### config.mk
export PLATFORM = sky130hd
export DESIGN_NAME = multicycle_ctrl
export DESIGN_NICKNAME = d
export VERILOG_FILES = /design/src/rtl/multicycle_ctrl_pkg.sv /design/src/rtl/multicycle_ctrl_mem_wait_timer.sv /design/src/rtl/multicycle_ctrl.sv
export SDC_FILE = /design/constraint.sdc
export NUM_CORES = 1
export LEC_CHECK = 0
export ABC_AREA = 0
export CAP_MARGIN = 20
export CORE_UTILIZATION = 45
export DETAILED_ROUTE_END_ITERATION = 8
export DONT_BUFFER_PORTS = 1
export GPL_ROUTABILITY_DRIVEN = 0
export PLACE_DENSITY = 0.66
export SLEW_MARGIN = 20
export SYNTH_ARGS = -nofsm -noshare
export SYNTH_HDL_FRONTEND = slang
export SYNTH_SLANG_ARGS = --single-unit
### constraint.sdc
create_clock -name clk -period 2.8 [get_ports clk]
set_input_delay 0.42 -clock clk [delete_from_list [all_inputs] [get_ports clk]]
set_output_delay 0.42 -clock clk [all_outputs]
set_load 0.01 [all_outputs]
### src/rtl/multicycle_ctrl_pkg.sv
// Shared definitions for the multicycle RV32I control FSM.
// Holds the opcode constants, boolean constants, state/select encodings,
// the packed control-output bundle and the legal-opcode check.
package multicycle_ctrl_pkg;

  localparam int unsigned XLEN  = 32;
  localparam int unsigned OPC_W = 7;
  localparam int unsigned RD_W  = 5;

  localparam logic TRUE  = 1'b1;
  localparam logic FALSE = 1'b0;

  // RV32I base opcodes
  localparam logic [OPC_W-1:0] OPC_OP_I  = 7'b0010011;
  localparam logic [OPC_W-1:0] OPC_OP_R  = 7'b0110011;
  localparam logic [OPC_W-1:0] OPC_OP_B  = 7'b1100011;
  localparam logic [OPC_W-1:0] OPC_OP_L  = 7'b0000011;
  localparam logic [OPC_W-1:0] OPC_OP_S  = 7'b0100011;
  localparam logic [OPC_W-1:0] OPC_LUI   = 7'b0110111;
  localparam logic [OPC_W-1:0] OPC_AUIPC = 7'b0010111;
  localparam logic [OPC_W-1:0] OPC_JAL   = 7'b1101111;
  localparam logic [OPC_W-1:0] OPC_JALR  = 7'b1100111;

  typedef enum logic [2:0] {
    ST_FETCH  = 3'd0,
    ST_DECODE = 3'd1,
    ST_EXEC   = 3'd2,
    ST_MEM    = 3'd3,
    ST_WB     = 3'd4,
    ST_TRAP   = 3'd5
  } state_e;

  typedef enum logic [1:0] {
    PC_NEXT   = 2'd0,   // pc + 1
    PC_TARGET = 2'd1,   // pc + imm (taken branch, JAL)
    PC_JALR   = 2'd2    // rs1 + imm
  } pc_sel_e;

  typedef enum logic [1:0] {
    WB_ALU  = 2'd0,
    WB_LOAD = 2'd1,
    WB_RSVD = 2'd2
  } wb_sel_e;

  // Control bundle driven to the datapath each cycle
  typedef struct packed {
    logic    imem_req;
    logic    ir_we;
    logic    dmem_req;
    logic    dmem_we;
    logic    op1_sel;
    logic    op2_sel;
    logic    rf_we;
    wb_sel_e wb_sel;
    logic    pc_we;
    pc_sel_e pc_sel;
  } ctrl_t;

  // True for every opcode this core implements
  function automatic logic is_legal_opcode(input logic [OPC_W-1:0] opc);
    case (opc)
      OPC_OP_I, OPC_OP_R, OPC_OP_B, OPC_OP_L, OPC_OP_S,
      OPC_LUI, OPC_AUIPC, OPC_JAL, OPC_JALR: is_legal_opcode = TRUE;
      default:                               is_legal_opcode = FALSE;
    endcase
  endfunction

endpackage

### src/rtl/multicycle_ctrl_mem_wait_timer.sv
// Memory handshake wait counter shared by the FETCH and MEM states.
// Ports:
//   clk, rst  - clock, synchronous active-high reset
//   clr       - return the count to zero (takes priority over en)
//   en        - count one more waiting cycle
//   hit_c     - the current waiting cycle is the LIMIT-th one; 0 when LIMIT = 0
module multicycle_ctrl_mem_wait_timer #(
  parameter int unsigned LIMIT = 255
) (
  input  logic clk,
  input  logic rst,
  input  logic clr,
  input  logic en,
  output logic hit_c
);

  localparam int unsigned TW = (LIMIT > 1) ? $clog2(LIMIT + 1) : 1;

  logic [TW-1:0] cnt_q, cnt_d;

  // Next count
  always_comb begin
    cnt_d = cnt_q;
    if (clr) begin
      cnt_d = '0;
    end else if (en) begin
      cnt_d = cnt_q + TW'(1);
    end
  end

  // Count register
  always_ff @(posedge clk) begin
    if (rst) begin
      cnt_q <= '0;
    end else begin
      cnt_q <= cnt_d;
    end
  end

  // Depends only on the stored count so the FSM can gate it with ready
  // without forming a combinational loop through en.
  assign hit_c = (LIMIT != 0) && (cnt_q == TW'(LIMIT - 1));

endmodule

### src/rtl/multicycle_ctrl.sv
// Control FSM for the multicycle RV32I core.
// Sequences FETCH -> DECODE -> EXEC -> [MEM] -> [WB], steering the shared
// ALU operand muxes, IR/PC/register-file enables and memory requests.
// Ports:
//   clk, rst              - clock, synchronous active-high reset
//   ir                    - latched instruction (opcode, rd decoded here)
//   imem_ready/dmem_ready - memory handshake completion
//   alu_out               - ALU result; bit 0 is branch-taken for OP_B
//   imem_req, ir_we, dmem_req, dmem_we, op1_sel, op2_sel, rf_we, wb_sel,
//   pc_we, pc_sel         - datapath controls (combinational from state/ir)
//   state                 - current FSM state for debug
//   trap                  - sticky fault flag
//   instret               - retired instruction count, wraps
module multicycle_ctrl
  import multicycle_ctrl_pkg::*;
#(
  parameter int unsigned WAIT_LIMIT = 255,
  parameter int unsigned CNT_W      = 32
) (
  input  logic              clk,
  input  logic              rst,
  input  logic [XLEN-1:0]   ir,
  input  logic              imem_ready,
  input  logic              dmem_ready,
  input  logic [XLEN-1:0]   alu_out,
  output logic              imem_req,
  output logic              ir_we,
  output logic              dmem_req,
  output logic              dmem_we,
  output logic              op1_sel,
  output logic              op2_sel,
  output logic              rf_we,
  output logic [1:0]        wb_sel,
  output logic              pc_we,
  output logic [1:0]        pc_sel,
  output logic [2:0]        state,
  output logic              trap,
  output logic [CNT_W-1:0]  instret
);

  state_e             state_q, state_d;
  logic               trap_q, trap_d;
  logic [CNT_W-1:0]   instret_q, instret_d;
  ctrl_t              ctrl_c;
  logic               tmr_clr_c, tmr_en_c, tmr_hit_c;

  logic [OPC_W-1:0]   opcode;
  logic               rd_nz;
  logic               unused_bits;

  assign opcode = ir[OPC_W-1:0];
  assign rd_nz  = (ir[11:7] != RD_W'(0));

  // Function bits and upper ALU bits are decoded by the datapath, not here
  assign unused_bits = ^{ir[31:12], alu_out[XLEN-1:1]};

  multicycle_ctrl_mem_wait_timer #(
    .LIMIT (WAIT_LIMIT)
  ) u_wait_timer (
    .clk   (clk),
    .rst   (rst),
    .clr   (tmr_clr_c),
    .en    (tmr_en_c),
    .hit_c (tmr_hit_c)
  );

  // Next state, commit bookkeeping and datapath controls
  always_comb begin
    state_d   = state_q;
    trap_d    = trap_q;
    instret_d = instret_q;
    ctrl_c    = '0;
    tmr_en_c  = FALSE;
    tmr_clr_c = TRUE;

    unique case (state_q)
      ST_FETCH: begin
        ctrl_c.imem_req = TRUE;
        if (imem_ready) begin
          ctrl_c.ir_we = TRUE;
          state_d      = ST_DECODE;
        end else begin
          tmr_en_c  = TRUE;
          tmr_clr_c = FALSE;
          if (tmr_hit_c) state_d = ST_TRAP;
        end
      end

      ST_DECODE: begin
        state_d = is_legal_opcode(opcode) ? ST_EXEC : ST_TRAP;
      end

      ST_EXEC: begin
        ctrl_c.op1_sel = (opcode == OPC_AUIPC);
        ctrl_c.op2_sel = (opcode == OPC_OP_I) || (opcode == OPC_OP_L) ||
                         (opcode == OPC_OP_S) || (opcode == OPC_LUI) ||
                         (opcode == OPC_AUIPC);
        if ((opcode == OPC_OP_L) || (opcode == OPC_OP_S)) begin
          state_d = ST_MEM;
        end else if (opcode == OPC_OP_B) begin
          // Branch retires here; target chosen by the ALU compare flag
          ctrl_c.pc_we  = TRUE;
          ctrl_c.pc_sel = alu_out[0] ? PC_TARGET : PC_NEXT;
          instret_d     = instret_q + CNT_W'(1);
          state_d       = ST_FETCH;
        end else begin
          state_d = ST_WB;
        end
      end

      ST_MEM: begin
        ctrl_c.dmem_req = TRUE;
        ctrl_c.dmem_we  = (opcode == OPC_OP_S);
        if (dmem_ready) begin
          if (opcode == OPC_OP_S) begin
            ctrl_c.pc_we  = TRUE;
            ctrl_c.pc_sel = PC_NEXT;
            instret_d     = instret_q + CNT_W'(1);
            state_d       = ST_FETCH;
          end else begin
            state_d = ST_WB;
          end
        end else begin
          tmr_en_c  = TRUE;
          tmr_clr_c = FALSE;
          if (tmr_hit_c) state_d = ST_TRAP;
        end
      end

      ST_WB: begin
        ctrl_c.rf_we  = rd_nz;
        ctrl_c.wb_sel = (opcode == OPC_OP_L) ? WB_LOAD : WB_ALU;
        ctrl_c.pc_we  = TRUE;
        if (opcode == OPC_JAL) begin
          ctrl_c.pc_sel = PC_TARGET;
        end else if (opcode == OPC_JALR) begin
          ctrl_c.pc_sel = PC_JALR;
        end else begin
          ctrl_c.pc_sel = PC_NEXT;
        end
        instret_d = instret_q + CNT_W'(1);
        state_d   = ST_FETCH;
      end

      ST_TRAP: begin
        state_d = ST_TRAP;
      end

      default: begin
        state_d = ST_TRAP;
      end
    endcase

    if (state_d == ST_TRAP) trap_d = TRUE;

    // Nothing reaches the datapath while reset is applied
    if (rst) begin
      ctrl_c    = '0;
      tmr_en_c  = FALSE;
      tmr_clr_c = TRUE;
    end
  end

  // State, trap and retire counter registers
  always_ff @(posedge clk) begin
    if (rst) begin
      state_q   <= ST_FETCH;
      trap_q    <= FALSE;
      instret_q <= '0;
    end else begin
      state_q   <= state_d;
      trap_q    <= trap_d;
      instret_q <= instret_d;
    end
  end

  assign imem_req = ctrl_c.imem_req;
  assign ir_we    = ctrl_c.ir_we;
  assign dmem_req = ctrl_c.dmem_req;
  assign dmem_we  = ctrl_c.dmem_we;
  assign op1_sel  = ctrl_c.op1_sel;
  assign op2_sel  = ctrl_c.op2_sel;
  assign rf_we    = ctrl_c.rf_we;
  assign wb_sel   = ctrl_c.wb_sel;
  assign pc_we    = ctrl_c.pc_we;
  assign pc_sel   = ctrl_c.pc_sel;
  assign state    = state_q;
  assign trap     = trap_q;
  assign instret  = instret_q;

endmodule

Word level (Yosys, flattened, before mapping)

Cells that the tools add are included.

Register bits after elaboration: 44
Latch bits: 0
RAM bits: 0
ROM bits: 0
Input bits: 68
Output and inout bits: 48
Word-level logic and storage cells: 73
Memories: 0

$add $sub $neg: 2
$mul: 0
Divide/modulo/power cells: 0
Order comparisons: 0
Eq/ne operators: 19
Shifts and indexed selects: 0
Mux-type cells: 37
Bitwise operators: 0
Reductions and logical operators: 11

Operators with widths:

| operator              | number |
|---|---|
| $mux 32               | 4 |
| $pmux 32 s3           | 1 |
| $mux 3                | 12 |
| $add 32x1->32 const B | 1 |
| $eq 7x6->1 const B    | 3 |
| $eq 7x7->1 const B    | 3 |
| $pmux 3 s5            | 1 |
| $eq 7x5->1 const B    | 2 |
| $mux 12               | 1 |
| $mux 1                | 10 |
| $mux 2                | 5 |
| $pmux 3 s3            | 1 |
| $reduce_or 9->1       | 1 |
| $add 8x1->8 const B   | 1 |
| $eq 8x8->1 const B    | 1 |
| $ne 2x2->1 const B    | 4 |
| $eq 7x2->1 const B    | 1 |
| $eq 3x2->1 const B    | 2 |
| $eq 3x3->1 const B    | 2 |
| $logic_or 1x1->1      | 5 |
| $reduce_and 5->1      | 1 |
| $reduce_bool 5->1     | 1 |
| $pmux 1 s2            | 2 |
| $eq 3x1->1 const B    | 1 |
| 3 further kinds       | 3 |

Depth between registers and ports, before layout

Word-level depth: 7
Depth in mapped cells: 8
Gate-level depth less buffers: 7

Modules after synthesis

A second synthesis with hierarchy kept.

Cell total of the unflattened synthesis: 311
Area total of the unflattened synthesis: 2691.3 sq um

By module, submodules not included:

| module                         | instances | cells an instance | area each (sq um) | sequential area each (sq um) |
|---|---|---|---|---|
| multicycle_ctrl                | 1         | 269               | 2323.5            | 720.7 |
| multicycle_ctrl_mem_wait_timer | 1         | 42                | 367.9             | 160.2 |

Least setup slack after synthesis

Ideal clock, no wire load.

Path type: in2out
Start: in ir[6]
End: out pc_we
Arrival: 1824 ps
Data required time: 2380 ps
Path slack: 556 ps
Stages on the path: 6
Path buffers: 2
Cells stage by stage: buf_4 -> nand3b_1 -> a211oi_4 -> clkbuf_1 -> nor2_1 -> nor3_1

Word-level cells in the longest chain between the ends: 5
Elaborated cells between the ends (all ways): 10
Classes of those cells: eq/ne (3); mux (6); reduce/logical (1)

RTL lines:

| item                                     | RTL line                                      | text |
|---|---|---|
| start: declaration                       | multicycle_ctrl.sv:22                         | `input logic [XLEN-1:0] ir,` |
| $eq 7x6->1, or another cell as far along | multicycle_ctrl.sv:98, multicycle_ctrl.sv:115 |  |
| $mux 3, or another cell as far along     | multicycle_ctrl.sv:115                        | `if (opcode == OPC_OP_S) begin` |
| $mux 3 (on tied branches)                | multicycle_ctrl.sv:114, multicycle_ctrl.sv:98 |  |
| $pmux 3 s3 (*)                           | multicycle_ctrl.sv:76                         | `unique case (state_q)` |
| $mux 12 (*)                              | multicycle_ctrl.sv:157                        | `if (rst) begin` |
| end: declaration                         | multicycle_ctrl.sv:34                         | `output logic pc_we,` |

Every way passes the cells marked *; elsewhere a longest branch is shown, timed or not.

Worst setup path in the final report

Start: reg state_q[1] (netlist: state[1])
End: out dmem_we

Word-level cells in the longest chain between the ends: 3

RTL lines:

| item                     | RTL line               | text |
|---|---|---|
| start: declaration       | multicycle_ctrl.sv:41  | `state_e state_q, state_d;` |
| start signal: assignment | multicycle_ctrl.sv:171 | `state_q <= state_d;` |
| $eq 3x2->1               | multicycle_ctrl.sv:76  |  |
| $mux 2                   | multicycle_ctrl.sv:76  |  |
| $mux 12                  | multicycle_ctrl.sv:157 |  |
| end: declaration         | multicycle_ctrl.sv:29  | `output logic dmem_we,` |

No other way between the ends.

==> flow_summary.rst <==
.. list-table::
   :header-rows: 1

   * - Metric
     - Value
   * - Outcome
     - completed
   * - Number of port buffers
     - 0
   * - Warning count from the yosys run
     - 0
   * - Design area
     - 2580 um^2
   * - Top cell types by occurrence after synthesis
     - dfxtp_1 (44), nor2_1 (37), nand2_1 (19), xor2_1 (18), a21oi_1 (16)
   * - Portion of synthesized cell area occupied by the leading cell type
     - 0.363
   * - Reg-to-reg startpoint
     - instret[10]
   * - Total Neg Setup Slack
     - 0 ps
   * - Avg Inst Size Synth
     - 8.25 um^2
   * - Die Y-Extent
     - about 75 um
   * - Vias post-DR
     - roughly 2100
   * - Maximum number of pins on one net before global-route repair
     - 47
   * - Register bit total from synthesis
     - 44
   * - Worst setup skew after layout
     - 8.45 ps
   * - Mux contribution to synthesized area
     - 0.00464
   * - Final cycle utilization of the critical path
     - 0.826
   * - Initial DRT Pass Iterations
     - 4
   * - Nature of the critical path startpoint
     - register
   * - # setup viols final
     - 0
   * - Mean routed wirelength per cell
     - 15.0 um
   * - Library cell used as clock root buffer
     - clkbuf_8
   * - Final nets
     - 361
   * - Area taken by flip-flops and latches
     - about 880 um^2
   * - Total grt overflow
     - 0
   * - Syn Nets
     - 365
   * - Hold/Removal Path Class
     - in -> reg
   * - Register-to-register setup slack
     - 560 ps
   * - Count of hold-fix buffers inserted at cts
     - 0
   * - Post-Syn Area
     - 2430 um^2
   * - Post-synthesis share of cell area spent on and, or, nand and nor gates
     - 0.327
   * - Effective utilization at floorplan
     - 0.472
   * - Detailed Place HPWL
     - 3800 um
   * - Post-CTS setup repair buffer count
     - 0
   * - Number of global-route vias before repair
     - 1833
   * - Critical path destination
     - dmem_we
   * - Post-synth EDFFs
     - 0
   * - CTS HTree Levels
     - 2
   * - Area share of xor/xnor cells in the synthesized design
     - 0.0758
   * - Horizontal die dimension
     - 75.4 um
   * - Worst Path Class, Setup
     - reg -> out
   * - Total inserted antenna cells
     - 0
   * - Proportion of register bits with asynchronous set or reset after synthesis
     - 0
   * - Number of standard-cell rows in the floorplan
     - 26
   * - Peak supply drop
     - 0.276 mV
   * - First-pass GRT wire length
     - 8420 um
   * - Crit-path max FO
     - 4
   * - Compound-gate portion of the synthesized area
     - 0.174
   * - Cells after synthesis
     - 294
   * - Most frequently used cell type in the post-synthesis netlist
     - dfxtp_1
   * - Area growth from synthesis to final layout
     - 6.40%
   * - Layout cell share with drive strength beyond 1
     - 0.0759
   * - Clk pin slew, worst setup/hold paths
     - around 80 ps
   * - Deepest clock path buffer count
     - 2
   * - Worst-margin pin slew
     - 774 ps
   * - GR Layer Usage met3
     - 0.0529
   * - Resized cells post-CTS
     - 0
   * - Capture point of the worst reg-to-reg path
     - instret[30]
   * - Setup crit start
     - state[1]
   * - DR DRC count
     - 0
   * - Post-synth top flop
     - dfxtp_1
   * - Post-Route Hold Slack
     - 209 ps
   * - Number of antenna-violating nets in the routed design
     - 0
   * - Post-DP Area
     - roughly 2500 um^2
   * - Final wirelength
     - about 5400 um
   * - Layer carrying the most global-route usage
     - met2
   * - Clock tree from TritonCTS
     - built
   * - Number of unique standard cell types used by synthesis
     - 47
   * - Global Route Usage Sum
     - 0.192
   * - Clock period minus worst slack
     - about 2300 ps
   * - Max-cap violations
     - 0
   * - Power per cell area
     - approximately 440 nW/um^2
   * - Portion of the post-synthesis area used by sequential elements
     - 0.363
   * - Required time of the critical path
     - 2380 ps
   * - Vias per std cell
     - 5.91
   * - Number of top-level pins
     - between 100 and 150
   * - Multi-input gate area in the final layout
     - 1450 um^2
   * - Final core area utilization
     - 0.502
   * - GR Layer Usage met1
     - 0.244
   * - Die area
     - about 5700 um^2
   * - Largest family of logic cells by synthesized area
     - simple AND/OR/NAND/NOR gates
   * - Detailed Route Iter0 Violations
     - 135
   * - Count of cells along the worst register-to-register path
     - 5
   * - Worst max-slew margin expressed relative to the limit
     - 0.482
   * - Met2 usage
     - 0.316
   * - Peak clock frequency supported by timing
     - 432 MHz
   * - Cell accounting for the most synthesized area
     - dfxtp_1
   * - Number of antenna violations at the first check in global routing
     - 0
   * - Count of clock tree sinks
     - 44
   * - Count of pins over their slew limit
     - 0
   * - Arrival time of data at the critical path endpoint
     - 1890 ps
   * - Static leakage power
     - 0.806 nW
   * - Clock latency on the worst-skew pair
     - 290 ps
   * - Post-synthesis adder-cell area fraction
     - 0.0155
   * - Unrepaired setup endpoints after global routing
     - false
   * - Hold violation total from the final report
     - 0
   * - Dominant cells by area after synthesis
     - dfxtp_1 (36%), xor2_1 (6.5%), nor2_1 (5.7%)
   * - Number of clock buffers inserted by TritonCTS
     - 5
   * - Total of fill cells in the finished design
     - ~550
   * - Area of the core
     - 5140 um^2
   * - Endpoint type of the worst setup path
     - output pin
worst max-delay path, cell delays in order (launching register included):
cell     delay (ps)
dfxtp_1         410
nor2b_1         320
nand2_1         140
or3_1           370
nor3_1          370
layer usage:
metal  vias to the layer above  part of all wire
met3                         6             0.056
li1                       1070                 -
met5                         -                 0
met1                      1001              0.45
met4                         0            0.0098
met2                        51              0.48
cell usage in the layout, fill, tap and decap left out, types with 5 or more instances in the layout:
| master | n |
|---|---|
| inv_1 | 5 |
| o211ai_1 | 6 |
| o2111ai_1 | 5 |
| buf_4 | 6 |
| o21ai_0 | 11 |
| a21oi_1 | 16 |
| nor2_1 | 37 |
| nor2b_1 | 5 |
| nand3_1 | 8 |
| xor2_1 | 18 |
| or3_1 | 8 |
| or4_1 | 12 |
| clkbuf_8 | 7 |
| nand2_1 | 19 |
| o31ai_1 | 12 |
| dfxtp_1 | 44 |
| nor4_1 | 6 |
| nand4_1 | 8 |
| nor3_1 | 8 |
| and3_1 | 11 |
stage by stage:
step                std cells  power (W)  setup slack [ps]
detailed placement        353   0.000723               553
finish                    360    0.00113               487
CTS                       360    0.00115               478
floorplan                 294   0.000720               556
global route              360    0.00118               304
global placement          353   0.000723               597
area by class of cell:
| cell class | instances | area share |
|---|---|---|
| repair buffers | 6 | 0.0175 |
| inverters | 5 | 0.00727 |
| multi-input cells | 228 | 0.563 |
| clock buffers | 7 | 0.0373 |
| flip-flops and latches | 44 | 0.341 |
| well taps | 70 | 0.0339 |
logic make-up (layout without fill, tap and decap cells):
kind of cell,count (synthesis),count (layout)
xor+xnor,21,21
buf+inv,22,18
simple gates,139,139
other cells,1,1
fa+ha+maj,3,3
flops,44,44
mux,1,1
compound gates,63,63
state kept, by name (all words and copies together) (netlist names):
register,count
instret,32
state,3
trap,1
u_wait_timer.cnt_q,8
worst min-delay path by stage:
stage / from / end / slack [ps] / cells past startpoint
after global routing: rst / instret[20] / 170 / 1
final: rst / instret[27] / 210 / 1
after global placement: u_wait_timer.cnt_q[0] / u_wait_timer.cnt_q[0] / 460 / 1
after CTS: rst / instret[12] / 170 / 1
after detailed placement: u_wait_timer.cnt_q[0] / u_wait_timer.cnt_q[0] / 460 / 1
after floorplan: u_wait_timer.cnt_q[0] / u_wait_timer.cnt_q[0] / 440 / 1
power by group:
group / total, W / internal (W) / switching [W]
clock: 0.000422 / 0.000220 / 0.000202
sequential: 0.000645 / 0.000633 / 0.0000124
combinational: 0.0000629 / 0.0000272 / 0.0000357
(Power assumes the default switching activity.)
